<file path="src/rtl/rv32_pkg.sv">
// ----------------------------------------------------------------------------
// rv32_pkg
// Shared types and helpers for the rv32imc_ss instruction-fetch front end.
//   fetch_state_t     : fetch request state machine encoding
//   QUEUE_DEPTH       : number of 16-bit entries in the halfword queue
//   is_compressed_hw  : classifies a head halfword as a 16-bit instruction
// ----------------------------------------------------------------------------
package rv32_pkg;

    typedef enum logic [1:0] {
        IDLE         = 2'd0,
        WAIT         = 2'd1,
        WAIT_DISCARD = 2'd2
    } fetch_state_t;

    localparam int QUEUE_DEPTH = 3;

    // A halfword starts a compressed instruction unless its two low bits are 11.
    function automatic logic is_compressed_hw(input logic [15:0] hw);
        return (hw & 16'h0003) != 16'h0003;
    endfunction

endpackage

</file>
<file path="src/rtl/rv32_mod_halfword_queue.sv">
// ----------------------------------------------------------------------------
// rv32_mod_halfword_queue
// Three-entry shift queue of 16-bit instruction halfwords. Entry 0 is the
// head. Each cycle up to two entries are popped from the head and up to two
// entries are appended behind whatever survives the pop. Flush empties it.
// Ports:
//   clk, rst_n          : clock, asynchronous active-low reset (count only)
//   flush               : drop all entries this cycle
//   push_num            : 0, 1 or 2 halfwords to append
//   push_hw0, push_hw1  : halfwords to append, hw0 first
//   pop_num             : 0, 1 or 2 halfwords to remove from the head
//   entry0, entry1      : head and second entry
//   count               : number of valid entries (0..3)
// ----------------------------------------------------------------------------
module rv32_mod_halfword_queue
    import rv32_pkg::*;
(
    input  logic        clk,
    input  logic        rst_n,
    input  logic        flush,
    input  logic [1:0]  push_num,
    input  logic [15:0] push_hw0,
    input  logic [15:0] push_hw1,
    input  logic [1:0]  pop_num,
    output logic [15:0] entry0,
    output logic [15:0] entry1,
    output logic [1:0]  count
);

    logic [15:0] q       [QUEUE_DEPTH];
    logic [15:0] shifted [QUEUE_DEPTH];
    logic [15:0] q_next  [QUEUE_DEPTH];
    logic [1:0]  remain;
    logic [1:0]  count_next;

    always_comb begin
        // The producer never pops more than count, so this cannot underflow.
        remain = count - pop_num;

        case (pop_num)
            2'd1:    shifted = '{q[1], q[2], q[2]};
            2'd2:    shifted = '{q[2], q[2], q[2]};
            default: shifted = q;
        endcase

        // New halfwords land directly behind the surviving entries; slots
        // beyond the new count keep stale data that nobody reads.
        q_next = shifted;
        for (int i = 0; i < QUEUE_DEPTH; i++) begin
            if (push_num != 2'd0 && i == int'(remain)) begin
                q_next[i] = push_hw0;
            end
            if (push_num == 2'd2 && i == int'(remain) + 1) begin
                q_next[i] = push_hw1;
            end
        end

        if (flush) begin
            count_next = 2'd0;
        end else begin
            count_next = remain + push_num;
        end
    end

    always_ff @(posedge clk or negedge rst_n) begin
        if (!rst_n) begin
            count <= 2'd0;
        end else begin
            count <= count_next;
        end
    end

    // Entry storage carries no reset: validity is defined by count alone.
    always_ff @(posedge clk) begin
        q <= q_next;
    end

    assign entry0 = q[0];
    assign entry1 = q[1];

endmodule

</file>
<file path="src/rtl/rv32_mod_fetch_aligner.sv">
// ----------------------------------------------------------------------------
// rv32_mod_fetch_aligner
// Instruction-fetch front end. Fetches aligned 32-bit words, splits them into
// halfwords in a small queue and presents one instruction at a time (16-bit
// compressed, zero-extended, or 32-bit, possibly straddling two words) to the
// decoder over a valid/ready handshake. A redirect flushes the queue and
// restarts fetch at a halfword-aligned PC.
// Ports:
//   clk, rst_n            : clock, asynchronous active-low reset
//   redirect_valid/_pc    : flush and restart at redirect_pc (bit 0 ignored)
//   mem_req/mem_addr      : word fetch request, held until mem_ack
//   mem_ack/mem_rdata     : fetched word, little-endian halfwords
//   instr_valid/_ready    : decode handshake
//   instruction           : 32-bit instruction or {16'h0, halfword}
//   instr_pc              : byte address of the instruction
//   instr_is_compressed   : head halfword is a 16-bit instruction
// ----------------------------------------------------------------------------
module rv32_mod_fetch_aligner
    import rv32_pkg::*;
#(
    parameter logic [31:0] RESET_PC = 32'h0000_0000
)
(
    input  logic        clk,
    input  logic        rst_n,
    input  logic        redirect_valid,
    input  logic [31:0] redirect_pc,
    output logic        mem_req,
    output logic [31:0] mem_addr,
    input  logic        mem_ack,
    input  logic [31:0] mem_rdata,
    output logic        instr_valid,
    input  logic        instr_ready,
    output logic [31:0] instruction,
    output logic [31:0] instr_pc,
    output logic        instr_is_compressed
);

    localparam logic [31:0] RESET_WORD = RESET_PC & 32'hFFFF_FFFC;
    localparam logic [31:0] RESET_HEAD = RESET_PC & 32'hFFFF_FFFE;
    localparam logic        RESET_DROP = RESET_PC[1];

    fetch_state_t state;
    logic [31:0]  fetch_pc;
    logic [31:0]  head_pc;
    logic         drop_first;

    logic [15:0]  entry0;
    logic [15:0]  entry1;
    logic [1:0]   count;
    logic         head_compressed;
    logic         transfer;
    logic         data_accept;
    logic [1:0]   push_num;
    logic [1:0]   pop_num;
    logic [15:0]  push_hw0;
    logic [2:0]   count_next;
    logic [31:0]  redir_word;
    logic [31:0]  redir_head;

    assign redir_word = redirect_pc & 32'hFFFF_FFFC;
    assign redir_head = redirect_pc & 32'hFFFF_FFFE;

    // Decode-side view: purely combinational from the queue registers.
    assign head_compressed     = is_compressed_hw(entry0);
    assign instr_valid         = (count != 2'd0 && head_compressed) || (count >= 2'd2);
    assign instr_is_compressed = (count != 2'd0) && head_compressed;
    assign instr_pc            = head_pc;
    assign instruction         = !instr_valid    ? 32'h0000_0000 :
                                 head_compressed ? {16'h0000, entry0} :
                                                   {entry1, entry0};

    // A redirect voids any handshake that coincides with it.
    assign transfer = instr_valid && instr_ready && !redirect_valid;
    assign pop_num  = !transfer ? 2'd0 : (head_compressed ? 2'd1 : 2'd2);

    // Only an ack for a live (non-discarded) request delivers halfwords. After
    // a redirect to an upper halfword the first word's low half is skipped.
    assign data_accept = (state == WAIT) && mem_ack && !redirect_valid;
    assign push_num    = !data_accept ? 2'd0 : (drop_first ? 2'd1 : 2'd2);
    assign push_hw0    = drop_first ? mem_rdata[31:16] : mem_rdata[15:0];

    assign count_next = redirect_valid ? 3'd0
                      : ({1'b0, count} + {1'b0, push_num} - {1'b0, pop_num});

    rv32_mod_halfword_queue u_queue (
        .clk      (clk),
        .rst_n    (rst_n),
        .flush    (redirect_valid),
        .push_num (push_num),
        .push_hw0 (push_hw0),
        .push_hw1 (mem_rdata[31:16]),
        .pop_num  (pop_num),
        .entry0   (entry0),
        .entry1   (entry1),
        .count    (count)
    );

    // Fetch state machine. A new word is requested only when at most one
    // halfword will remain, so two more always fit in the three-entry queue.
    always_ff @(posedge clk or negedge rst_n) begin
        if (!rst_n) begin
            state      <= IDLE;
            mem_req    <= 1'b0;
            mem_addr   <= RESET_WORD;
            fetch_pc   <= RESET_WORD;
            head_pc    <= RESET_HEAD;
            drop_first <= RESET_DROP;
        end else if (redirect_valid) begin
            head_pc    <= redir_head;
            fetch_pc   <= redir_word;
            drop_first <= redirect_pc[1];
            case (state)
                IDLE: begin
                    state    <= WAIT;
                    mem_req  <= 1'b1;
                    mem_addr <= redir_word;
                end
                WAIT: begin
                    if (mem_ack) begin
                        mem_addr <= redir_word;
                    end else begin
                        // The outstanding request must complete unchanged.
                        state <= WAIT_DISCARD;
                    end
                end
                WAIT_DISCARD: begin
                    if (mem_ack) begin
                        state    <= WAIT;
                        mem_addr <= redir_word;
                    end
                end
                default: begin
                    state   <= IDLE;
                    mem_req <= 1'b0;
                end
            endcase
        end else begin
            if (transfer) begin
                head_pc <= head_pc + (head_compressed ? 32'd2 : 32'd4);
            end
            case (state)
                IDLE: begin
                    if (count_next <= 3'd1) begin
                        state    <= WAIT;
                        mem_req  <= 1'b1;
                        mem_addr <= fetch_pc;
                    end
                end
                WAIT: begin
                    if (mem_ack) begin
                        drop_first <= 1'b0;
                        fetch_pc   <= fetch_pc + 32'd4;
                        if (count_next <= 3'd1) begin
                            mem_addr <= fetch_pc + 32'd4;
                        end else begin
                            state   <= IDLE;
                            mem_req <= 1'b0;
                        end
                    end
                end
                WAIT_DISCARD: begin
                    // Stale word is dropped; fetch_pc already holds the target.
                    if (mem_ack) begin
                        state    <= WAIT;
                        mem_addr <= fetch_pc;
                    end
                end
                default: begin
                    state   <= IDLE;
                    mem_req <= 1'b0;
                end
            endcase
        end
    end

endmodule

</file>
<file path="config.mk">
export PLATFORM = sky130hd
export DESIGN_NAME = rv32_mod_fetch_aligner
export DESIGN_NICKNAME = d
export VERILOG_FILES = /design/src/rtl/rv32_pkg.sv /design/src/rtl/rv32_mod_halfword_queue.sv /design/src/rtl/rv32_mod_fetch_aligner.sv
export SDC_FILE = /design/constraint.sdc
export NUM_CORES = 1
export LEC_CHECK = 0
export CAP_MARGIN = 20
export CORE_MARGIN = 4
export CORE_UTILIZATION = 44
export DETAILED_ROUTE_END_ITERATION = 8
export PLACE_DENSITY = 0.68
export SYNTH_ARGS = -nofsm -noshare
export SYNTH_HDL_FRONTEND = slang
export SYNTH_SLANG_ARGS = --single-unit
</file>
<file path="constraint.sdc">
create_clock -name clk -period 3.8 [get_ports clk]
set_clock_uncertainty 0.1 [all_clocks]
set_input_delay 0.38 -clock clk [delete_from_list [all_inputs] [get_ports clk]]
set_output_delay 0.38 -clock clk [all_outputs]
set_load 0.1 [all_outputs]
</file>
Word level (Yosys, flattened, before mapping) --
Index checks and enable logic that the tools add are counted. W data, S select, Z words.
Cells by class: order comparisons 2, bitwise logic cells 0, shifts and indexed selects 0, div/mod/pow operators 0, $mul 0, equal/unequal tests 20, $add $sub $neg 7, reduce and logical (&&, ||, !) cells 30, multiplexer cells 47
Operator list (count):
- $mux W32 | 13
- $mux W16 | 7
- $pmux W32 S3 | 1
- $pmux W48 S2 | 1
- $pmux W32 S2 | 1
- $add A32 B3 Y32 | 1
- $add A32 B3 Y32 const B | 1
- $eq A2 B32 Y1 const A | 1
- $eq A3 B32 Y1 const A | 1
- $logic_not A32 Y1 | 1
- $mux W2 | 11
- $ne A3 B3 Y1 const B | 5
- $pmux W2 S3 | 2
- $reduce_bool A2 Y1 | 6
- $reduce_bool A4 Y1 | 3
- $logic_and A1 B1 Y1 | 11
- $ne A3 B2 Y1 const B | 3
- $mux W1 | 7
- $reduce_and A7 Y1 | 1
- $eq A2 B2 Y1 const B | 3
- $mux W3 | 2
- $ne A2 B2 Y1 const B | 3
- $reduce_and A5 Y1 | 1
- $eq A2 B1 Y1 const B | 2
- other kinds (16) | 18
Word-level totals: memories kept 0, input port bits 69, bits in read-only memories 0, latch bits 0, register bits 150, output and inout port bits 99, logic and storage cells 116, bits in writable memories 0

Logic depth before layout (Yosys ltp) --
Gate-level depths: netlist of the first run.
depth after elaboration 13, mapped depth 17, mapped depth without buffers 13

Hierarchy --
From an unflattened synthesis of the first run, not the netlist that was laid out.
Second synthesis, totals: cell total of the unflattened synthesis 953, area total of the unflattened synthesis 9434.0 sq um
By module, submodules not included:
- rv32_mod_fetch_aligner | seq. area each 2402.3 sq um, cells each 721, instances 1, area each 6498.7 sq um
- rv32_mod_halfword_queue | seq. area each 1491.4 sq um, cells each 232, instances 1, area each 2935.3 sq um

Worst setup path before layout of the first run --
Ideal clock, no wire load.
path kind input-to-reg, from in redirect_valid, to reg mem_addr[21], arrival 3.522 ns, setup time 0.126 ns, path buffers 3, required time 3.574 ns, stages on the path 16, path slack 0.052 ns, path through buf_2 > inv_1 > buf_2 > nand2_1 > nor3_1 > ha_1 > inv_1 > clkbuf_1 > ha_1 > inv_1 > fa_1 > xor2_1 > a21oi_1 > nor2_1 > a32oi_1 > o32a_1
On the way: longest elaborated chain between the ends 9, elaborated cells between the ends (all ways) 18, classes of those cells 2 x add/sub; 1 x order compare; 6 x eq/ne; 4 x mux; 5 x reduce/logical
Ends and longest elaborated chain:
- from (decl) | line rv32_mod_fetch_aligner.sv:26 | input logic redirect_valid,
- $logic_not A1 Y1 | line rv32_mod_fetch_aligner.sv:74, rv32_mod_fetch_aligner.sv:79
- $logic_and A1 B1 Y1 | line rv32_mod_fetch_aligner.sv:79 | assign data_accept = (state == WAIT) && mem_ack && !redirect_valid;
- $mux W2 | line rv32_mod_fetch_aligner.sv:80 | assign push_num = !data_accept ? 2'd0 : (drop_first ? 2'd1 : 2'd2);
- $add A2 B2 Y3 | line rv32_mod_fetch_aligner.sv:84 | : ({1'b0, count} + {1'b0, push_num} - {1'b0, pop_num});
- $sub A3 B2 Y3 | line rv32_mod_fetch_aligner.sv:84
- $mux W3 | line rv32_mod_fetch_aligner.sv:83 | assign count_next = redirect_valid ? 3'd0
- $le A3 B1 Y1 | line rv32_mod_fetch_aligner.sv:144, rv32_mod_fetch_aligner.sv:154
- $ne A3 B2 Y1 (no source line) / $ne A3 B3 Y1 (equally long branches)
- $reduce_and A7 Y1 (no source line)
- to (signal assigned) | line rv32_mod_fetch_aligner.sv:147 | mem_addr <= fetch_pc;
- to (signal assigned) | line rv32_mod_fetch_aligner.sv:155 | mem_addr <= fetch_pc + 32'd4;
- to (signal assigned) | line rv32_mod_fetch_aligner.sv:166 | mem_addr <= fetch_pc;
- to (decl) | line rv32_mod_fetch_aligner.sv:29 | output logic [31:0] mem_addr,
Parallel ways exist; a longest one is shown, timed or not. A chain may end at the register's enable or synchronous reset.

Worst setup path in the final report of the first run --
from reg state[1], to reg mem_req
On the way: longest elaborated chain between the ends 10, elaborated cells between the ends (all ways) 20, classes of those cells 2 x add/sub; 1 x order compare; 7 x eq/ne; 5 x mux; 5 x reduce/logical
Ends and longest elaborated chain:
- from (decl) | line rv32_mod_fetch_aligner.sv:43 | fetch_state_t state;
- from (signal assigned) | line rv32_mod_fetch_aligner.sv:103 | state <= IDLE;
- from (signal assigned) | line rv32_mod_fetch_aligner.sv:115 | state <= WAIT;
- from (signal assigned) | line rv32_mod_fetch_aligner.sv:124 | state <= WAIT_DISCARD;
- $eq A2 B1 Y1 | line rv32_mod_fetch_aligner.sv:79, rv32_mod_fetch_aligner.sv:113, rv32_mod_fetch_aligner.sv:142
- $logic_and A1 B1 Y1 (2 in series) | line rv32_mod_fetch_aligner.sv:79
- $mux W2 | line rv32_mod_fetch_aligner.sv:80
- $add A2 B2 Y3 | line rv32_mod_fetch_aligner.sv:84
- $sub A3 B2 Y3 | line rv32_mod_fetch_aligner.sv:84
- $mux W3 | line rv32_mod_fetch_aligner.sv:83
- $le A3 B1 Y1 | line rv32_mod_fetch_aligner.sv:144, rv32_mod_fetch_aligner.sv:154
- $ne A3 B3 Y1 (no source line)
- $reduce_and A5 Y1 (no source line)
- to (signal assigned) | line rv32_mod_fetch_aligner.sv:146 | mem_req <= 1'b1;
- to (signal assigned) | line rv32_mod_fetch_aligner.sv:158 | mem_req <= 1'b0;
- to (signal assigned) | line rv32_mod_fetch_aligner.sv:171 | mem_req <= 1'b0;
- to (decl) | line rv32_mod_fetch_aligner.sv:28 | output logic mem_req,
Parallel ways exist; a longest one is shown, timed or not.

==> results_dict.tcl, run 1 <==
set metrics [dict create \
    outcome "finished clean" \
    synth.avg_cell_area_um2 10.1 \
    wl_per_cell_um 20.2 \
    vias_per_cell 5.88 \
    clockBufferDepth 2 \
    die_area_um2 23400 \
    syn2layout_area_growth_pct 26.7 \
    ys_seq_area_share_pct 42.2 \
    place_hpwl_mm 19.1 \
    cts_tree "done" \
    final_hold_viol_count 0 \
    setup_ws_ns 0.239 \
    finalCriticalPeriod_ns 3.56 \
    arrival_ns 3.77 \
    drive_gt1_share_pct 14.6 \
    relSlewSlack_pct 31.4 \
    cpMaxStageDelayCell "fa_1" \
    placed_area_um2 11100 \
    synthMuxAreaShare_pct 13.2 \
    grtUsageMet1_pct 31.5 \
    dpl.cell_count 1312 \
    peakVddDrop_uv 399 \
    drt-total-wl_mm 27.3 \
    syn_inst 915 \
    maxCapViolations 0 \
    post-route-period-util_pct 93.7 \
    rsz0062_at_grt "false" \
    synth-async-reset-ratio_pct 67.1 \
    synth_top_family_by_area "simple AND/OR/NAND/NOR gates" \
    start_util_pct 45.2 \
    p_per_area_nw_per_um2 696 \
    clkSinkCount 146 \
    nets 1148 \
    drcViolationCount 0 \
    grt_use_met2_pct 36.7 \
    p_leak_nw 4.74 \
    grt_usage_pct 22.8 \
    synth-edff-count 48 \
    std_cell_rows 52 \
    critical_path.max_fanout 4 \
    synth.ff_latch_count 146 \
    fmax_ghz 0.281 \
    num_io_pins 168 \
    cts_root_buf "clkbuf_16" \
    finalSetupViolCount 0 \
    top_usage_layer "met2" \
    grt_pass1_vias 7884 \
    crit_type "reg -> reg" \
    synth_xor_area_share_pct 7.30 \
    place_ws_ns 0.0656 \
    drtPass1Iterations 5 \
    min_path_type "in -> reg" \
    worst_ep_required_time_ns 4.01 \
    fin_cells 1349 \
    synth_ff_type "dfrtp_1" \
    critPathMaxStageDelay_ns 0.59 \
    clkLatencyLatePin_ns 0.43 \
    fill_cells 1814 \
    synth_fa_ha_area_share_pct 2.01 \
    grt_overflow 0 \
    h-tree-depth 4 \
    syn-num-nets 997 \
    worst_pin_slew_ns 1.03 \
    cp-end-kind "flip-flop" \
    grt_pass1_wl_mm 43.1 \
    grt_max_degree 74 \
    synth-simple-area-share_pct 18.9 \
    syn_area_um2 9240 \
    yosysWarnings 0 \
    multi_input_area_um2 4940 \
    use_met3_pct 4.16 \
    path_cells "inv_1 -> ha_1 -> nand3b_4 -> or2_2 -> fa_1 -> fa_1 -> inv_1 -> o21ai_0 -> a221oi_1 -> o21ai_0 -> mux2_2" \
    stdcell_area_um2 11700 \
    fp.dieH_um 153 \
    drt_iter0_drc 602 \
    setup_tns_ns 0 \
    start_kind "flip-flop" \
    routabilityCongestion 0.870 \
    path_clk_slew_ns 0.06 \
    core_area_um2 20400 \
    vias 7935 \
    slew_violations 0 \
    ant_nets 0 \
    synth-compound-area-share_pct 12.0 \
    ff_latch_area_um2 3890 \
    die_w_um 153 \
    ys_types 75 \
    hold_ws_ns 0.295 \
    io_buffers 165 \
    num_antenna_cells 0 \
    cts_buffers 17 \
    antenna_found_initial 0 \
]
layer usage:
| layer | wire, µm | vias up |
|---|---|---|
| li1 | - | 3689 |
| met1 | 12500 | 3896 |
| met2 | 12600 | 303 |
| met3 | 1640 | 47 |
| met4 | 520 | 0 |
| met5 | 0 | - |
repair_timing:
item	CTS	global route
gates resized for setup	0	2
setup endpoints to repair	0	27
endpoints found under the hold margin	8	0
hold buffers	1	0
buffers inserted	0	3
cell usage in the layout (no fill, tap or decap), types with 17 or more instances in the layout:
master and instances:
dfrtp_1 98, and3_1 26, clkdlybuf4s50_1 129, nand3_1 26, inv_1 24, o21ai_0 31
mux2_2 36, edfxtp_1 48, buf_4 64, and2_1 20, a221oi_1 17, a21oi_1 27
nand2_1 53, a21boi_0 18, clkbuf_16 19, xnor2_1 46, mux2i_1 81, nand4_1 25
nor2_1 48, xor2_1 31, nor4_1 25, o22ai_1 17, nor3_1 21
Yosys cell counts, types with 3 or more instances:
cell	instances	share of area (%)
mux2i_1	81	8.8
and3_1	26	1.8
dfrtp_1	98	27
xnor2_1	46	4.4
nor4_1	25	1.7
fa_1	3	0.65
a21boi_0	19	1.5
clkbuf_1	31	1.3
ha_1	10	1.4
a32oi_1	6	0.57
buf_4	10	0.81
xor2_1	31	2.9
o21ai_0	32	1.7
mux2_2	36	4.4
nor3_1	22	1.2
or4_1	5	0.41
a31oi_1	3	0.20
nor2_1	48	2.0
and4_1	8	0.76
nand4_1	25	1.7
and2_1	20	1.4
inv_1	25	1.0
edfxtp_1	48	16
nor3_2	4	0.43
buf_2	20	1.1
a21oi_1	27	1.5
nand2b_1	16	1.1
nand3_1	26	1.4
o31ai_1	11	0.89
o22a_1	5	0.47
o22ai_1	17	1.2
nand2_1	53	2.2
a221oi_1	18	1.7
nor2b_1	6	0.41
registers in the layout (all words and copies together), names as in the netlist:
signal and cells:
mem_req 1, fetch_pc 30, u_queue.q 16, u_queue.entry1 16, instr_pc 31, mem_addr 31, u_queue.count 2, u_queue.entry0 16
drop_first 1, state 2
worst max-delay path, delay by kind of cell (launching register included):
family,cells,cell delay (ns)
muxes,1,0.35
adders and majority gates,3,1.32
AOI/OAI and AO/OA,3,0.67
DFF,1,0.40
and+or+nand+nor,2,0.43
buffers and inverters,2,0.18
worst paths after layout:
path                                 from               end  slack [ns]  depth (start not counted)
max                              state[1]           mem_req        0.24                         11
min                        redirect_valid  u_queue.count[0]        0.29                          3
max reg2reg                      state[1]           mem_req        0.24                         11
min reg2reg                  mem_addr[10]      mem_addr[10]        0.38                          2
max in group asynchronous           rst_n      fetch_pc[22]        2.29                          3
min in group asynchronous           rst_n      instr_pc[30]        0.51                          2
through the flow:
step	util, %	power [mW]
detailed placement	54.1	6.44
finish	57.3	8.15
global placement	54.1	6.40
CTS	57.1	8.16
floorplan	-	5.34
global route	57.3	8.51
final cells by class:
class | instances | share of cell area (%)
multi-input cells | 678 | 42.2
flip-flops and latches | 146 | 33.3
repair buffers | 198 | 15.7
clock buffers | 22 | 4.33
well taps | 270 | 2.89
clock inverters | 10 | 0.802
inverters | 25 | 0.802
kinds of logic after synthesis:
family / after synthesis
other: 1
flip-flops: 146
AND/OR/NAND/NOR: 308
XOR/XNOR: 77
buffers and inverters: 91
AO/OA/AOI/OAI: 162
adder cells (fa/ha/maj): 13
multiplexers: 117
report_power, final:
part | internal (mW) | switching, mW
clock | 1.02 | 0.697
sequential | 1.99 | 0.284
combinational | 1.19 | 2.97
total | 4.20 | 3.95
No activity file was read; power rests on OpenSTA's default activity.
==> run 2: changes to the inputs <==
- DONT_BUFFER_PORTS: unset -> 1
- PLACE_DENSITY: 0.68 -> 0.64
==> results_dict.tcl, run 2 (synthesis results as in run 1) <==
set metrics [dict create \
    outcome "finished clean" \
    post-route-period-util_pct 94.2 \
    clockBufferDepth 2 \
    cpMaxStageDelayCell "fa_1" \
    clkLatencyLatePin_ns 0.44 \
    final_hold_viol_count 0 \
    syn2layout_area_growth_pct 15.1 \
    finalCriticalPeriod_ns 3.58 \
    core_area_um2 20400 \
    fill_cells 1875 \
    num_io_pins 168 \
    die_w_um 153 \
    min_path_type "in -> reg" \
    p_leak_nw 4.32 \
    h-tree-depth 4 \
    hold_ws_ns 0.0131 \
    start_kind "flip-flop" \
    grt_max_degree 99 \
    cp-end-kind "flip-flop" \
    start_util_pct 45.2 \
    final_cell_mix "dfrtp_1, mux2i_1, buf_4, nand2_1, edfxtp_1" \
    critPathBufInv 2 \
    cts_root_buf "clkbuf_16" \
    drt-total-wl_mm 26.9 \
    ff_latch_area_um2 3890 \
    wl_per_cell_um 21.6 \
    fp.dieH_um 153 \
    place_hpwl_mm 17.9 \
    critPathMaxStageDelay_ns 0.49 \
    cts_tree "done" \
    p_per_area_nw_per_um2 726 \
    worst_pin_slew_ns 1.05 \
    grt_pass1_wl_mm 42.0 \
    routabilityCongestion 0.847 \
    drcViolationCount 0 \
    peakVddDrop_uv 363 \
    die_area_um2 23400 \
    drtPass1Iterations 5 \
    path_delay_family "adder cells" \
    vias_per_cell 6.06 \
    path_clk_slew_ns 0.07 \
    layout.cells.most_common "dfrtp_1" \
    drive_gt1_share_pct 17.8 \
    cpMostUsedCell "fa_1" \
    grt_pass1_vias 7336 \
    grt_usage_pct 22.5 \
    drt_iter0_drc 535 \
    fmax_ghz 0.279 \
    clkSinkCount 146 \
    grt_overflow 0 \
    arrival_ns 3.80 \
    multi_input_area_um2 4950 \
    nets 1041 \
    critical_path.max_fanout 7 \
    io_buffers 0 \
    worst_ep_required_time_ns 4.03 \
    ant_nets 0 \
    vias 7530 \
    cts_buffers 17 \
    antenna_found_initial 1 \
    relSlewSlack_pct 29.5 \
    path_cells "inv_1 -> ha_1 -> nand3b_4 -> or2_2 -> fa_1 -> fa_1 -> xor2_1 -> a21oi_2 -> nor2_2 -> buf_4 -> a32oi_1 -> o22a_2" \
    rsz0062_at_grt "false" \
    std_cell_rows 52 \
    crit_type "reg -> reg" \
    slew_violations 0 \
    setup_tns_ns 0 \
    maxCapViolations 0 \
    finalSetupViolCount 0 \
]
-- run 2: cell types whose count changed in the layout (fill, tap and decap cells not counted), moves of 2 or more --
| cell | before | now |
|---|---|---|
| a21oi_1 | 27 | 25 |
| buf_4 | 64 | 74 |
| inv_6 | 1 | 5 |
| dlygate4sd3_1 | 1 | 13 |
| clkbuf_8 | 2 | 0 |
| clkdlybuf4s50_1 | 129 | 0 |
| a21oi_2 | 0 | 2 |
| inv_8 | 0 | 2 |
-- run 2: worst paths after layout --
| check | from | end | slack [ns] | depth (start not counted) |
|---|---|---|---|---|
| min in group asynchronous | rst_n | instr_pc[23] | 0.42 | 2 |
| min reg2reg | u_queue.q[13] | u_queue.entry1[13] | 0.52 | 1 |
| max | state[1] | mem_addr[31] | 0.22 | 12 |
| max in group asynchronous | rst_n | mem_addr[1] | 2.74 | 2 |
| max reg2reg | state[1] | mem_addr[31] | 0.22 | 12 |
| min | redirect_pc[16] | instr_pc[16] | 0.01 | 1 |
-- run 2: what timing repair did --
action,in CTS,in global routing
endpoints found under the setup margin,0,23
hold buffers,14,0
buffers inserted,0,2
resized for setup,0,3
hold endpoints to repair,119,0
-- run 2: metrics by stage --
stage	power [mW]	util, %	worst slack (ns)	area [µm²]	cells
after floorplan	5.34	-	0.0518	9240	915
after global placement	5.93	48.1	0.166	9840	1193
after detailed placement	5.97	48.1	0.128	9840	1193
after CTS	7.74	51.8	0.115	10600	1239
after global routing	8.07	52.0	0.0229	10600	1243
final	7.72	52.0	0.222	10600	1243
-- run 2: worst register-to-register path: stages, from the launching register on --
cell and delay, ns:
dfrtp_1 0.40, inv_1 0.12, ha_1 0.23, nand3b_4 0.14
or2_2 0.35, fa_1 0.49, fa_1 0.49, xor2_1 0.25
a21oi_2 0.13, nor2_2 0.28, buf_4 0.22, a32oi_1 0.07
o22a_2 0.20
-- run 2: power by group --
part | leakage, nW | total, mW | internal [mW] | switching [mW]
clock | 0.292 | 1.71 | 0.961 | 0.747
sequential | 1.57 | 3.46 | 1.96 | 1.50
combinational | 2.46 | 2.55 | 0.865 | 1.69
-- run 2: layout make-up --
class,instances,area share [%]
Multi-Input combinational cell,678,46.5
Clock buffer,18,4.24
Clock inverter,14,1.33
Tap cell,270,3.18
Antenna cell,1,0.0235
Timing Repair Buffer,91,7.19
Inverter,25,0.883
Sequential cell,146,36.6
-- run 2: per-layer routing --
metal / vias to the layer above / track usage (%) / wire (µm)
met2: 304 / 35.2 / 12600
met1: 3716 / 30.8 / 11600
met4: 0 / 6.66 / 535
li1: 3467 / - / -
met5: - / 0 / 0
met3: 43 / 5.91 / 2160
==> run 3: changes to the inputs <==
- CORE_ASPECT_RATIO: unset -> 1.25
- CORE_UTILIZATION: 44 -> 58
- PLACE_DENSITY: 0.64 -> 0.79
==> results_dict.tcl, run 3 (synthesis results as in run 1) <==
set metrics [dict create \
    outcome "finished clean" \
    layout.cells.most_common "dfrtp_1" \
    io_buffers 0 \
    routabilityCongestion 0.936 \
    cp-end-kind "flip-flop" \
    postCtsSetupBuffers 0 \
    fp.dieH_um 149 \
    drt_iter0_drc 579 \
    nets 1037 \
    crit_type "reg -> reg" \
    cts_root_buf "clkbuf_16" \
    p_per_area_nw_per_um2 732 \
    swShare_pct 50.5 \
    place_hpwl_mm 16.6 \
    placed_area_um2 9750 \
    worst_ep_required_time_ns 4.00 \
    grt_usage_pct 27.6 \
    min_path_cells 1 \
    start_kind "flip-flop" \
    die_w_um 121 \
    setup_ws_ns 0.169 \
    post-route-period-util_pct 95.5 \
    finalCriticalPeriod_ns 3.63 \
    r2r_cells 11 \
    num_io_pins 168 \
    core_area_um2 15600 \
    cts_tree "done" \
    p_leak_nw 4.30 \
    std_cell_rows 51 \
    drive_gt1_share_pct 17.6 \
    antenna_found_initial 0 \
    grt_pass1_vias 7723 \
    clkLatencyLatePin_ns 0.43 \
    clockBufferDepth 2 \
    clkPwrFrac_pct 22.3 \
    syn2layout_area_growth_pct 13.9 \
    post-route-util_pct 67.3 \
    grt_max_degree 99 \
    maxCapViolations 0 \
    grt_pass1_wl_mm 39.3 \
    p_switching_mw 3.89 \
    worst_pin_slew_ns 1.01 \
    cts_buffers 17 \
    drt-total-wl_mm 24.9 \
    h-tree-depth 4 \
    p_int_mw 3.81 \
    min_path_type "in -> reg" \
    clkSinkCount 146 \
    ant_nets 0 \
    finalSetupViolCount 0 \
    start_util_pct 59.1 \
    num_antenna_cells 0 \
    die_area_um2 18000 \
    relSlewSlack_pct 32.6 \
    path_clk_slew_ns 0.06 \
    vias_per_cell 6.38 \
    drcViolationCount 0 \
    wl_per_cell_um 21.1 \
    comb_power_share_pct 32.8 \
    vias 7532 \
    place_ws_ns 0.185 \
    critical_path.max_fanout 6 \
    setup_tns_ns 0 \
    slew_violations 0 \
    fmax_ghz 0.275 \
    stdcell_area_um2 10500 \
    drtPass1Iterations 5 \
    power_frac_seq_pct 44.9 \
    final_cell_mix "dfrtp_1, mux2i_1, buf_4, nand2_1, edfxtp_1" \
    arrival_ns 3.83 \
    grt_overflow 0 \
    peakVddDrop_uv 361 \
    final_hold_viol_count 0 \
]
[run 3: stage by stage]
stage | instances | power, mW | hold slack, ns
3_3_place_gp | 1134 | 5.88 | -0.0133
4_1_cts | 1179 | 7.71 | 0.00181
5_1_grt | 1180 | 8.05 | 0.0264
3_5_place_dp | 1134 | 5.95 | -0.0137
6_report | 1180 | 7.70 | 0.0338
2_1_floorplan | 915 | 5.34 | -0.0156
[run 3: area by class of cell]
| class | count | area [µm²] |
|---|---|---|
| sequential | 146 | 3890 |
| clock buffer | 17 | 425 |
| tap | 212 | 265 |
| inverter | 25 | 93.8 |
| multi-input combinational | 678 | 4950 |
| clock inverter | 15 | 171 |
| timing repair buffer | 87 | 718 |
| fill | 1194 | 5110 |
[run 3: worst paths after layout]
kind	start	endpoint	slack, ns
hold / removal	redirect_valid	state[1]	0.03
setup / recovery	state[1]	mem_req	0.17
min in group asynchronous	rst_n	instr_pc[9]	0.42
max in group asynchronous	rst_n	mem_addr[1]	2.76
setup reg to reg	state[1]	mem_req	0.17
hold reg to reg	u_queue.q[14]	u_queue.entry1[14]	0.53
[run 3: power groups by stage]
stage / Clock, mW / Combinational (mW) / Sequential, mW
after floorplan: 0 / 1.70 / 3.64
after global placement: 0 / 2.40 / 3.48
after detailed placement: 0 / 2.46 / 3.49
after CTS: 1.74 / 2.51 / 3.46
after global routing: 1.81 / 2.74 / 3.50
final: 1.71 / 2.53 / 3.46
[run 3: what timing repair did]
item | 4_1_cts | 5_1_grt
hold endpoints to repair | 119 | 1
endpoints found under the setup margin | 0 | 6
hold buffers | 13 | 1
gates resized for setup | 0 | 4
[run 3: worst max-delay path, stage by stage, from the launching register on]
cell and delay, ns:
dfrtp_1 0.40, inv_1 0.13, ha_2 0.23, nand3b_4 0.13, or2_2 0.35, fa_1 0.51, fa_1 0.61, inv_1 0.07
o21ai_0 0.28, a221oi_1 0.12, o21ai_0 0.22, mux2_2 0.36
[run 3: metal layers]
layer	routed length, µm	track usage [%]	vias up
li1	-	-	3463
met4	542	9.86	0
met5	0	0	-
met1	9420	31.6	3708
met2	12600	47.8	321
met3	2330	9.33	40
